--- config.mk ---
export PLATFORM = sky130hd
export DESIGN_NAME = sid_regfile
export DESIGN_NICKNAME = d
export VERILOG_FILES = /design/src/rtl/sid_regfile.sv
export SDC_FILE = /design/constraint.sdc
export NUM_CORES = 1
export LEC_CHECK = 0
export ABC_AREA = 1
export CELL_PAD_IN_SITES_DETAIL_PLACEMENT = 0
export CELL_PAD_IN_SITES_GLOBAL_PLACEMENT = 1
export CORE_MARGIN = 2
export CORE_UTILIZATION = 36
export DETAILED_ROUTE_END_ITERATION = 8
export DONT_BUFFER_PORTS = 1
export MAX_ROUTING_LAYER = met4
export PLACE_DENSITY_LB_ADDON = 0.1
export SYNTH_ARGS = -nofsm -noshare
export SYNTH_HDL_FRONTEND = slang
export SYNTH_SLANG_ARGS = --single-unit
--- constraint.sdc ---
create_clock -name clk -period 2.75 [get_ports clk]
set_clock_uncertainty 0.2 [all_clocks]
set_input_delay 0.275 -clock clk [delete_from_list [all_inputs] [get_ports clk]]
set_output_delay 0.275 -clock clk [all_outputs]
set_load 0.01 [all_outputs]
--- src/rtl/sid_regfile.sv ---
// sid_regfile: SID write-only register bank with decoded voice/filter fields,
// read-back mux and a decaying bus latch that write-only reads return.
module sid_regfile #(
  parameter logic [15:0] DECAY_TICKS = 16'd8192
) (
  input  logic        clk,
  input  logic        rst_n,
  input  logic        iCLKen,
  input  logic        iWR,
  input  logic        iRD,
  input  logic [4:0]  iAddr,
  input  logic [7:0]  iData,
  input  logic [7:0]  iPotX,
  input  logic [7:0]  iPotY,
  input  logic [7:0]  iOsc3,
  input  logic [7:0]  iEnv3,
  output logic [7:0]  oRdData,
  output logic [47:0] oFreq,
  output logic [35:0] oPW,
  output logic [23:0] oCtrl,
  output logic [23:0] oAD,
  output logic [23:0] oSR,
  output logic [2:0]  oCtrlWr,
  output logic [10:0] oFc,
  output logic [7:0]  oResFilt,
  output logic [7:0]  oModeVol
);
  logic [47:0] r_freq;
  logic [35:0] r_pw;
  logic [23:0] r_ctrl, r_ad, r_sr;
  logic [2:0]  r_ctrl_wr;
  logic [10:0] r_fc;
  logic [7:0]  r_res_filt, r_mode_vol, r_rd_data, r_latch;
  logic [15:0] r_decay;
  logic [7:0]  w_rd_src;

  assign w_rd_src = iAddr == 5'h19 ? iPotX :
                    iAddr == 5'h1A ? iPotY :
                    iAddr == 5'h1B ? iOsc3 :
                    iAddr == 5'h1C ? iEnv3 : r_latch;

  always_ff @(posedge clk or negedge rst_n) begin
    if (!rst_n) begin
      r_freq     <= '0;
      r_pw       <= '0;
      r_ctrl     <= '0;
      r_ad       <= '0;
      r_sr       <= '0;
      r_ctrl_wr  <= '0;
      r_fc       <= '0;
      r_res_filt <= '0;
      r_mode_vol <= '0;
    end else begin
      for (int v = 0; v < 3; v++) begin
        r_ctrl_wr[v] <= iWR && iAddr == 5'(7 * v + 4);
        if (iWR) begin
          if (iAddr == 5'(7 * v))     r_freq[16 * v +: 8]     <= iData;
          if (iAddr == 5'(7 * v + 1)) r_freq[16 * v + 8 +: 8] <= iData;
          if (iAddr == 5'(7 * v + 2)) r_pw[12 * v +: 8]       <= iData;
          if (iAddr == 5'(7 * v + 3)) r_pw[12 * v + 8 +: 4]   <= iData[3:0];
          if (iAddr == 5'(7 * v + 4)) r_ctrl[8 * v +: 8]      <= iData;
          if (iAddr == 5'(7 * v + 5)) r_ad[8 * v +: 8]        <= iData;
          if (iAddr == 5'(7 * v + 6)) r_sr[8 * v +: 8]        <= iData;
        end
      end
      if (iWR && iAddr == 5'h15) r_fc[2:0]  <= iData[2:0];
      if (iWR && iAddr == 5'h16) r_fc[10:3] <= iData;
      if (iWR && iAddr == 5'h17) r_res_filt <= iData;
      if (iWR && iAddr == 5'h18) r_mode_vol <= iData;
    end
  end

  // A write always reloads the latch, even when it lands on a decay tick.
  always_ff @(posedge clk or negedge rst_n) begin
    if (!rst_n) begin
      r_latch   <= '0;
      r_decay   <= '0;
      r_rd_data <= '0;
    end else begin
      if (iWR) begin
        r_latch <= iData;
        r_decay <= DECAY_TICKS;
      end else if (iCLKen && r_decay != 16'd0) begin
        r_decay <= r_decay - 16'd1;
        if (r_decay == 16'd1) r_latch <= '0;
      end
      if (iRD && !iWR) r_rd_data <= w_rd_src;
    end
  end

  assign oFreq    = r_freq;
  assign oPW      = r_pw;
  assign oCtrl    = r_ctrl;
  assign oAD      = r_ad;
  assign oSR      = r_sr;
  assign oCtrlWr  = r_ctrl_wr;
  assign oFc      = r_fc;
  assign oResFilt = r_res_filt;
  assign oModeVol = r_mode_vol;
  assign oRdData  = r_rd_data;
endmodule

---- Word level (Yosys, flattened, before mapping) ----
Index checks and enable logic that the tools add are counted.
operators by class
  $add $sub $neg .......................... 1
  reduce and logical (&&, ||, !) cells .... 36
  muxes and demuxes ....................... 9
  eq/ne operators ......................... 29
operator list
  cell                                                                   number
  5-bit == test (second input constant)                                  13
  8-bit 2-to-1 mux                                                       7
  2-bit AND reduction                                                    22
  5-bit by 4-bit == test with 1-bit output (second input constant)       8
  16-bit 2-to-1 mux                                                      2
  5-bit by 3-bit == test with 1-bit output (second input constant)       4
  16-bit by 1-bit == test with 1-bit output (second input constant)      1
  16-bit nonzero test                                                    1
  16-bit by 1-bit subtractor with 16-bit output (second input constant)  1
  5-bit by 2-bit == test with 1-bit output (second input constant)       2
  1-bit logical AND                                                      9
  5-bit by 1-bit == test with 1-bit output (second input constant)       1
  5-bit logical NOT                                                      1
  2-bit nonzero test                                                     2
  1-bit logical NOT                                                      1
word-level totals
  word-level logic and storage cells ...... 104
  register bits after elaboration ......... 218

---- Depth between registers and ports, before layout ----
Gate-level depths: netlist (run 1).
  depth in word-level cells ............... 5
  gate-level depth with buffers ........... 10
  mapped depth without buffers ............ 9

---- Least setup slack after synthesis (run 1) ----
Ideal clock, no wire load.
  path type ............................... register -> register
  start point ............................. register r_decay[0]
  end point ............................... register r_decay[13]
  setup slack ............................. 0.969 ns
  setup time .............................. 0.123 ns
  cell stages (with the launch flop) ...... 10
  clock period less this slack ............ 1.781 ns
  arrival ................................. 1.458 ns
  buffers on the path ..................... 0
  path through ............................ dfrtp_1 inv_1 ha_1 nand2_1 nor2_2 nand2_2 a21oi_4 inv_1 o21ai_0 nand2_1
on the way
  cells in the longest elaborated chain, start to end .. 3
RTL lines
  item                                                                                  line    text
  from (decl)                                                                           34      logic [15:0] r_decay;
  from (signal assigned)                                                                84      r_decay <= r_decay - 16'd1;
  16-bit by 1-bit subtractor with 16-bit output or 16-bit nonzero test (tied branches)  84, 83
  16-bit 2-to-1 mux or 1-bit logical AND (tied branches)                                83      end else if (iCLKen && r_decay != 16'd0) begin
  16-bit 2-to-1 mux or 2-bit nonzero test (tied branches)                               n/a
Parallel ways exist; a longest one is shown, timed or not. The select of a mux whose other input is x is not followed.
A chain may end at the register's enable or synchronous reset.

---- Worst setup path after layout (run 1) ----
  start point ............................. input iPotY[4]
  end point ............................... register r_rd_data[4], in the netlist oRdData[4]
on the way
  cells in the longest elaborated chain, start to end .. 2
RTL lines
  item                  line  text
  from (decl)           14    input logic [7:0] iPotY,
  8-bit 2-to-1 mux      38    iAddr == 5'h1A ? iPotY :
  8-bit 2-to-1 mux      37    assign w_rd_src = iAddr == 5'h19 ? iPotX :
  to (signal assigned)  87    if (iRD && !iWR) r_rd_data <= w_rd_src;
  to (decl)             33    logic [7:0] r_res_filt, r_mode_vol, r_rd_data, r_latch;
Every way passes these cells.

==> impl_metrics.py, run 1 <==
metrics = {
    "placement": {
        "hpwl_um": 17000,
        "placed_cell_area_mm2": 0.00910,
        "placed_cells": 1233,
        "dpl_worst_slack_ps": 544,
        "numPortBuffers": 0,
        "routabilityCongestion": 0.820,
    },
    "route": {
        "ant_nets": 0,
        "routedWlPerCell_um": 20.3,
        "routed_wl_um": 26600,
        "vias": 6374,
        "drt_first_iter_violations": 395,
        "drt_drc_violations_left": 0,
        "dr.pass1.iters": 5,
        "viasPerCell": 4.87,
    },
    "setup_path": {
        "ff2ff_path_depth": 9,
        "critical_path.cell_chain": "dlygate4sd3_1 -> nand2_1 -> dlygate4sd3_1 -> nand3_1 -> dlygate4sd3_1 -> nand2_1 -> dlygate4sd3_1 -> nand2_1",
        "max_stage_delay_ps": 570,
        "critPathRequiredTime_ps": 2960,
        "end_kind": "flip-flop",
        "worstPathMaxFanout": 1,
        "slowest_stage": "dlygate4sd3_1",
        "cp-start-kind": "input pin",
        "path_common_cell": "dlygate4sd3_1",
        "reg2reg_from": "r_decay[0]",
        "cp-startpoint": "iPotY[4]",
        "r2r_slack_ps": 280,
        "crit_arrival_ps": 2730,
        "critical_path_class": "input pin to flip-flop",
    },
    "timing": {
        "hold_viol_final": 218,
        "rsz0062_at_grt": "false",
        "finalHoldWorstSlack_ps": -748,
        "max_freq_mhz": 396,
        "period_share_pct": 91.7,
        "layout_setup_ws_ps": 227,
        "worstMarginPinSlew_ps": 864,
        "maxSlewViolCount": 0,
        "min_period_ps": 2520,
        "setup_viol": 0,
        "finalSetupTns_ps": 0,
        "max_slew_margin_pct": 42.4,
    },
    "floorplan": {
        "initial_core_util_pct": 36.6,
        "num_rows": 57,
        "io_pins": 244,
        "fp.dieW_um": 161,
        "dieArea_mm2": 0.0259,
        "coreArea_mm2": 0.0242,
        "die_h_um": 161,
    },
    "global_route": {
        "grt_pass1_wl_um": 41200,
        "grt_max_degree": 219,
        "grt_pass1_vias": 6428,
        "grt_use_total_pct": 21.1,
        "antenna_found_initial": 0,
        "globalRouteOverflowTotal": 0,
    },
    "finish": {
        "fin_area_mm2": 0.0103,
        "nets": 1019,
        "stdcell_count": 1309,
        "multi_input_area_mm2": 0.00300,
        "final_util_pct": 42.5,
        "drive_above_1_share_pct": 8.74,
        "ff_latch_area_mm2": 0.00546,
        "n_fill_cell": 2442,
        "syn_to_final_growth_pct": 16.1,
    },
    "logic_synthesis": {
        "syn_area_mm2": 0.00888,
        "ys_seq_area_share_pct": 61.5,
        "synth_cell_types": 29,
        "synth_cells": 945,
        "synth-xor-area-share_pct": 1.18,
        "syn_area_per_cell_um2": 9.39,
        "mappedNetlistNets": 997,
        "yosysWarnings": 0,
        "synth_fa_ha_area_share_pct": 0.282,
        "synth_top_family_by_area": "simple AND/OR/NAND/NOR gates",
        "synth-simple-area-share_pct": 19.8,
        "synth_seq_cells": 218,
        "muxShareOfSynthArea_pct": 0,
        "synth_compound_area_share_pct": 12.5,
    },
    "power_and_ir_drop": {
        "p_leak_nw": 4.94,
        "p_total_mw": 9.52,
        "ir_drop_v": 0.000453,
        "power.switching_mw": 2.92,
        "internal_power_mw": 6.60,
        "power.share.clock_pct": 37.6,
        "comb_power_share_pct": 13.7,
        "swShare_pct": 30.7,
        "p_per_area_mw_per_mm2": 924,
        "p_seq_share_pct": 48.7,
    },
    "job": {
        "max_cap_violations": 0,
    },
    "outcome": {
        "violations": "negative hold slack",
        "status": "finished with violations",
    },
    "clocking": {
        "numCtsBuffers": 26,
        "clkTransAtPathRegs_ps": 60,
        "cts-root-buf": "clkbuf_16",
        "cts_hold_buf": 30,
        "cts.sinks": 218,
        "htree_levels": 1,
        "clkLatencyLatePin_ps": 520,
        "clockBufferDepth": 3,
        "cts_tree": "done",
    },
    "hold_path": {
        "worstHoldPathType": "input pin to async pin",
    },
}
[timing repair]
action,CTS,global route
endpoints found under the setup margin,0,8
setup buffers,0,0
gates resized for setup,0,1
endpoints found under the hold margin,297,218
[metal layers]
layer | track usage [%] | part of all wire (%) | up-vias
met4 | 4.06 | 1.1 | 0
met1 | 27.8 | 44 | 3034
met5 | - | 0 | -
met3 | 6.78 | 8.9 | 20
met2 | 32.3 | 46 | 193
li1 | - | - | 3127
[cell usage after synthesis]
library cell / instances / share of area [%]
a21oi_1: 7 / 0.39
a21oi_4: 1 / 0.18
buf_2: 7 / 0.39
buf_4: 4 / 0.34
buf_6: 9 / 1.1
clkbuf_1: 27 / 1.1
clkinv_1: 1 / 0.042
dfrtp_1: 218 / 61
ha_1: 2 / 0.28
inv_1: 32 / 1.4
inv_2: 6 / 0.25
inv_4: 1 / 0.071
nand2_1: 294 / 12
nand2_2: 8 / 0.56
nand2_4: 5 / 0.63
nand3_1: 26 / 1.5
nand3_4: 1 / 0.20
nand3b_4: 1 / 0.23
nand4_1: 10 / 0.70
nor2_1: 52 / 2.2
nor2_2: 3 / 0.21
nor2_4: 7 / 0.89
nor2_8: 1 / 0.23
nor3_1: 1 / 0.056
o21ai_0: 160 / 9.0
o21ai_1: 43 / 2.4
o31ai_1: 6 / 0.51
xnor2_1: 5 / 0.49
xor2_1: 7 / 0.69
[power groups by stage]
stage	sequential (mW)	combinational, mW	clock [mW]
after global routing	4.72	1.55	3.80
after global placement	4.70	1.26	0
after detailed placement	4.70	1.27	0
after floorplan	4.47	1.02	0
after CTS	4.65	1.32	3.67
final	4.63	1.30	3.58
[final timing paths]
path,endpoint
worst max-delay path,oRdData[4]
worst min-delay path,r_decay[2]
worst max register to register,r_decay[3]
worst min register to register,r_latch[0]
max in group asynchronous,oPW[2]
min in group clk,oFreq[15]
[flip-flops by register name, indices dropped and copies added, names as in the netlist]
register  flops
oRdData       8
oCtrl        24
oSR          24
oAD          24
oCtrlWr       3
oFreq        48
oPW          36
oFc          11
r_decay      16
oResFilt      8
r_latch       8
oModeVol      8
[critical path: cells and delay by family]
kind | cells | cell delay [ps]
buf+inv | 4 | 2200
simple gates | 4 | 250
[logic make-up after synthesis]
kind of cell / Yosys count
AO/OA/AOI/OAI: 217
XOR/XNOR: 12
adder cells (fa/ha/maj): 2
buffers and inverters: 87
flip-flops: 218
AND/OR/NAND/NOR: 409
[layout make-up]
class | count | area share [%]
timing repair buffer | 41 | 3.74
clock buffer | 35 | 7.13
sequential | 218 | 53.0
inverter | 40 | 1.48
clock inverter | 10 | 1.60
tap | 324 | 3.94
multi-input combinational | 640 | 29.1
antenna | 1 | 0.0243
[layout by cell type, fill, tap and decap left out]
cell type       netlist  final
nand2_1             294    294
dfrtp_1             218    218
o21ai_0             160    160
nor2_1               52     52
o21ai_1              43     43
inv_1                32     32
dlygate4sd3_1         0     29
nand3_1              26     26
clkbuf_16             0     26
buf_4                 4     11
nand4_1              10     10
nand2_2               8      8
nor2_4                7      7
a21oi_1               7      7
xor2_1                7      7
inv_2                 6      6
o31ai_1               6      6
nand2_4               5      5
xnor2_1               5      5
clkbuf_8              0      5
bufinv_16             0      4
clkbuf_1             27      4
clkinv_2              0      4
nor2_2                3      3
ha_1                  2      2
diode_2               0      1
inv_4                 1      1
nor2_8                1      1
nor3_1                1      1
nand3_4               1      1
nand3b_4              1      1
clkinv_1              1      1
a21oi_4               1      1
clkinv_8              0      1
clkinv_4              0      1
dlymetal6s4s_1        0      1
Power figures use the tool's default switching activity.
==> inputs of run 2 (changes only) <==
--- a/config.mk
+++ b/config.mk
@@ -9,7 +9,7 @@
 export CELL_PAD_IN_SITES_DETAIL_PLACEMENT = 0
 export CELL_PAD_IN_SITES_GLOBAL_PLACEMENT = 1
 export CORE_MARGIN = 2
-export CORE_UTILIZATION = 36
+export CORE_UTILIZATION = 45
 export DETAILED_ROUTE_END_ITERATION = 8
 export DONT_BUFFER_PORTS = 1
 export MAX_ROUTING_LAYER = met4
==> constraint.sdc (replaced) <==
create_clock -name clk -period 2.9 [get_ports clk]
set_clock_uncertainty 0.2 [all_clocks]
set_input_delay 0.29 -clock clk [delete_from_list [all_inputs] [get_ports clk]]
set_output_delay 0.29 -clock clk [all_outputs]
set_load 0.01 [all_outputs]
==> impl_metrics.py, run 2 (synthesized netlist as in run 1, its figures left out) <==
metrics = {
    "timing": {
        "setup_viol": 0,
        "finalSetupTns_ps": 0,
        "period_share_pct": 94.5,
        "finalHoldWorstSlack_ps": -707,
        "hold_viol_final": 218,
        "min_period_ps": 2740,
        "max_freq_mhz": 365,
        "max_slew_margin_pct": 35.5,
        "worstMarginPinSlew_ps": 967,
        "layout_setup_ws_ps": 160,
        "maxSlewViolCount": 0,
        "rsz0062_at_grt": "false",
    },
    "finish": {
        "n_fill_cell": 1822,
        "mostFrequentLayoutCells": "294 x nand2_1, 218 x dfrtp_1, 160 x o21ai_0",
        "nets": 1017,
        "antenna_cells": 0,
        "mostFrequentLayoutCell": "nand2_1",
        "stdcell_count": 1245,
        "drive_above_1_share_pct": 7.96,
        "syn_to_final_growth_pct": 13.7,
        "ff_latch_area_mm2": 0.00546,
        "final_util_pct": 52.0,
        "multi_input_area_mm2": 0.00300,
        "largest_reg_flops": 48,
    },
    "route": {
        "drt_drc_violations_left": 0,
        "drt_first_iter_violations": 385,
        "dr.pass1.iters": 5,
        "vias": 6611,
        "viasPerCell": 5.31,
        "routed_wl_um": 25100,
        "ant_nets": 0,
        "routedWlPerCell_um": 20.2,
    },
    "clocking": {
        "cts_tree": "done",
        "clkTransAtPathRegs_ps": 60,
        "htree_levels": 1,
        "clockBufferDepth": 3,
        "cts_hold_buf": 33,
        "cts_resized": 0,
        "cts-root-buf": "clkbuf_16",
        "clkLatencyLatePin_ps": 490,
        "numCtsBuffers": 23,
        "cts.sinks": 218,
    },
    "placement": {
        "dpl_worst_slack_ps": 711,
        "routabilityCongestion": 0.884,
        "placed_cells": 1172,
        "numPortBuffers": 0,
        "hpwl_um": 16300,
    },
    "setup_path": {
        "cp-start-kind": "input pin",
        "worstPathMaxFanout": 18,
        "reg2reg_from": "r_decay[0]",
        "cp-startpoint": "iWR",
        "crit_arrival_ps": 2920,
        "end_kind": "flip-flop",
        "path_common_cell": "nand2_1",
        "critPathRequiredTime_ps": 3080,
        "r2r_slack_ps": 440,
        "max_stage_delay_ps": 1050,
        "slowest_stage": "dlygate4sd3_1",
        "critical_path.cell_chain": "dlygate4sd3_1 -> inv_2 -> nand2_1 -> nor2_1 -> nand2_1 -> dlygate4sd3_1 -> nand2_1",
        "critical_path_class": "input pin to flip-flop",
    },
    "power_and_ir_drop": {
        "ir_drop_v": 0.000549,
        "p_leak_nw": 4.86,
        "p_per_area_mw_per_mm2": 847,
        "p_total_mw": 8.55,
    },
    "hold_path": {
        "worstHoldPathType": "input pin to async pin",
    },
    "job": {
        "max_cap_violations": 0,
    },
    "global_route": {
        "grt_use_total_pct": 24.6,
        "globalRouteOverflowTotal": 0,
        "antenna_found_initial": 1,
        "grt_pass1_vias": 6442,
        "grt_pass1_wl_um": 38000,
        "grt_max_degree": 219,
    },
    "floorplan": {
        "dieArea_mm2": 0.0209,
        "initial_core_util_pct": 45.8,
        "fp.dieW_um": 144,
        "io_pins": 244,
        "coreArea_mm2": 0.0194,
        "num_rows": 51,
        "die_h_um": 144,
    },
    "outcome": {
        "status": "finished with violations",
        "violations": "negative hold slack",
    },
}
-- run 2: path summary, 6_finish.rpt --
| path | to | cells after the start |
|---|---|---|
| setup / recovery | oRdData[3] | 7 |
| hold / removal | oAD[10] | 0 |
| setup reg to reg | r_decay[2] | 9 |
| hold reg to reg | r_latch[0] | 2 |
| max in group asynchronous | oResFilt[0] | 0 |
| min in group clk | oPW[21] | 3 |
-- run 2: through the flow --
step	area [µm²]	hold slack, ps
6_report	10100	-707
5_1_grt	10100	-732
4_1_cts	10100	-729
3_5_place_dp	9010	-197
3_3_place_gp	9010	-198
2_1_floorplan	8880	-206
-- run 2: what timing repair did --
action,CTS,global route
setup buffers,0,0
endpoints found under the hold margin,270,218
endpoints found under the setup margin,0,0
-- run 2: routing by layer --
layer	wire, µm	vias up	GRT usage (%)
li1	-	3123	-
met3	2050	31	6.62
met1	10600	3219	31.9
met5	0	-	-
met4	452	0	5.57
met2	12000	238	38.9
-- run 2: critical path: cells and delay by family --
kind / cells / cell delay [ps]
buffers and inverters: 3 / 1880
AND/OR/NAND/NOR: 4 / 740
-- run 2: area by class of cell --
type / instances / share of cell area (%)
sequential: 218 / 54.1
multi-input combinational: 640 / 29.7
clock buffer: 33 / 6.57
timing repair buffer: 42 / 3.94
tap: 265 / 3.29
inverter: 40 / 1.51
clock inverter: 7 / 0.880
-- run 2: report_power, final --
group | leakage (nW) | internal (mW) | switching (mW)
combinational | 1.67 | 0.507 | 0.738
sequential | 2.82 | 3.63 | 0.766
clock | 0.374 | 1.76 | 1.15
==> inputs of run 3 (changes only) <==
--- a/config.mk
+++ b/config.mk
@@ -8,12 +8,11 @@
 export ABC_AREA = 1
 export CELL_PAD_IN_SITES_DETAIL_PLACEMENT = 0
 export CELL_PAD_IN_SITES_GLOBAL_PLACEMENT = 1
-export CORE_MARGIN = 2
 export CORE_UTILIZATION = 45
 export DETAILED_ROUTE_END_ITERATION = 8
 export DONT_BUFFER_PORTS = 1
 export MAX_ROUTING_LAYER = met4
-export PLACE_DENSITY_LB_ADDON = 0.1
+export PLACE_DENSITY = 0.74
 export SYNTH_ARGS = -nofsm -noshare
 export SYNTH_HDL_FRONTEND = slang
 export SYNTH_SLANG_ARGS = --single-unit
==> impl_metrics.py, run 3 (synthesized netlist as in run 1, its figures left out) <==
metrics = {
    "timing": {
        "min_period_ps": 2790,
        "hold_viol_final": 218,
        "finalHoldWorstSlack_ps": -700,
        "max_freq_mhz": 358,
        "rsz0062_at_grt": "false",
        "finalSetupTns_ps": 0,
        "setup_viol": 0,
        "period_share_pct": 96.2,
        "max_slew_margin_pct": 33.3,
        "maxSlewViolCount": 0,
        "worstMarginPinSlew_ps": 1000,
    },
    "route": {
        "drt_first_iter_violations": 345,
        "drt_drc_violations_left": 0,
        "vias": 6363,
        "viasPerCell": 5.14,
        "ant_nets": 0,
        "routed_wl_um": 24000,
        "dr.pass1.iters": 5,
        "routedWlPerCell_um": 19.4,
    },
    "job": {
        "max_cap_violations": 0,
    },
    "global_route": {
        "grt_pass1_wl_um": 36100,
        "antenna_found_initial": 0,
        "grt_use_total_pct": 24.3,
        "grt_pass1_vias": 6127,
        "grt_max_degree": 219,
        "globalRouteOverflowTotal": 0,
    },
    "power_and_ir_drop": {
        "p_seq_share_pct": 50.4,
        "swShare_pct": 30.5,
        "p_total_mw": 8.68,
        "power.share.clock_pct": 35.6,
        "p_per_area_mw_per_mm2": 861,
        "p_leak_nw": 4.87,
        "power.switching_mw": 2.64,
        "comb_power_share_pct": 13.9,
        "internal_power_mw": 6.04,
        "ir_drop_v": 0.000488,
    },
    "setup_path": {
        "path_delay_family": "buffers and inverters",
        "critPathBufInv": 4,
        "path_common_cell": "dlygate4sd3_1",
        "worstPathMaxFanout": 9,
        "r2r_slack_ps": 460,
        "critical_path_class": "input pin to flip-flop",
        "cp-start-kind": "input pin",
        "max_stage_delay_ps": 640,
        "critical_path.cell_chain": "dlygate4sd3_1 -> nor2_4 -> nand2_4 -> nor2_4 -> inv_2 -> nand3_1 -> nand3_1 -> dlygate4sd3_1 -> nand2_1 -> dlygate4sd3_1 -> nand2_1",
        "worstReg2RegEnd": "r_decay[2]",
        "end_kind": "flip-flop",
        "critPathRequiredTime_ps": 3080,
        "crit_arrival_ps": 2970,
        "reg2reg_from": "r_decay[0]",
        "slowest_stage": "dlygate4sd3_1",
        "ff2ff_path_depth": 9,
    },
    "finish": {
        "drive_above_1_share_pct": 8.62,
        "ff_latch_area_mm2": 0.00546,
        "n_fill_cell": 1826,
        "nets": 1010,
        "mostFrequentLayoutCell": "nand2_1",
        "multi_input_area_mm2": 0.00300,
        "antenna_cells": 0,
        "mostFrequentLayoutCells": "294 x nand2_1, 218 x dfrtp_1, 160 x o21ai_0",
        "largest_reg_flops": 48,
        "syn_to_final_growth_pct": 13.6,
    },
    "placement": {
        "hpwl_um": 15300,
        "numPortBuffers": 0,
        "routabilityCongestion": 0.836,
    },
    "hold_path": {
        "worstHoldPathType": "input pin to async pin",
    },
    "clocking": {
        "clkLatencyLatePin_ps": 500,
        "htree_levels": 1,
        "cts-root-buf": "clkbuf_16",
        "cts_resized": 0,
        "cts_tree": "done",
        "clockBufferDepth": 3,
        "numCtsBuffers": 23,
        "cts_hold_buf": 24,
        "cts.sinks": 218,
        "clkTransAtPathRegs_ps": 60,
    },
    "floorplan": {
        "num_rows": 51,
        "dieArea_mm2": 0.0203,
        "fp.dieW_um": 142,
        "die_h_um": 142,
        "initial_core_util_pct": 45.8,
        "io_pins": 244,
        "coreArea_mm2": 0.0194,
    },
    "outcome": {
        "status": "finished with violations",
        "violations": "negative hold slack",
    },
}
==> run 3: changes by cell type in the layout (fill, tap and decap cells not counted), sizes merged <==
cell / delta
buf: +2
clkinv: -4
clkinvlp: +2
clkbuf: +3
dlygate4sd3: -9
==> run 3: worst max path at each step <==
stage / endpoint / depth (start not counted) / from
3_3_place_gp: r_latch[6] / 9 / r_decay[0]
2_1_floorplan: r_decay[13] / 9 / r_decay[0]
6_report: oRdData[4] / 11 / iAddr[2]
4_1_cts: oRdData[4] / 11 / iAddr[2]
5_1_grt: oRdData[4] / 11 / iAddr[2]
3_5_place_dp: r_latch[7] / 9 / r_decay[0]
==> run 3: through the flow <==
step / worst slack [ps] / instances / util [%] / hold WS [ps] / cell area, µm²
global placement: 774 / 1172 / 46.4 / -202 / 9010
finish: 109 / 1239 / 52.0 / -700 / 10100
floorplan: 1120 / 945 / - / -206 / 8880
global route: 49.1 / 1239 / 52.0 / -727 / 10100
detailed placement: 714 / 1172 / 46.4 / -200 / 9010
CTS: 34.5 / 1237 / 51.9 / -724 / 10100
==> run 3: area by class of cell <==
| cell class | count | area share (%) |
|---|---|---|
| multi-input combinational | 640 | 29.8 |
| inverter | 40 | 1.51 |
| tap | 265 | 3.29 |
| clock buffer | 36 | 7.29 |
| timing repair buffer | 35 | 3.20 |
| sequential | 218 | 54.1 |
| clock inverter | 5 | 0.832 |
==> run 3: power groups by stage <==
| stage | sequential [mW] | combinational [mW] | clock, mW |
|---|---|---|---|
| floorplan | 4.24 | 0.963 | 0 |
| CTS | 4.39 | 1.22 | 3.16 |
| finish | 4.38 | 1.21 | 3.09 |
| global route | 4.44 | 1.41 | 3.27 |
| detailed placement | 4.43 | 1.18 | 0 |
| global placement | 4.43 | 1.15 | 0 |
==> run 3: layer usage <==
| layer | up-vias | wire length, µm | GRT usage [%] |
|---|---|---|---|
| li1 | 3093 | - | - |
| met1 | 3031 | 10600 | 31.0 |
| met2 | 205 | 11300 | 39.2 |
| met3 | 34 | 1670 | 5.52 |
| met4 | 0 | 378 | 5.72 |
| met5 | - | 0 | - |
==> run 3: what timing repair did <==
action,4_1_cts,5_1_grt
setup buffers,0,2
hold endpoints to repair,286,218
endpoints found under the setup margin,0,1
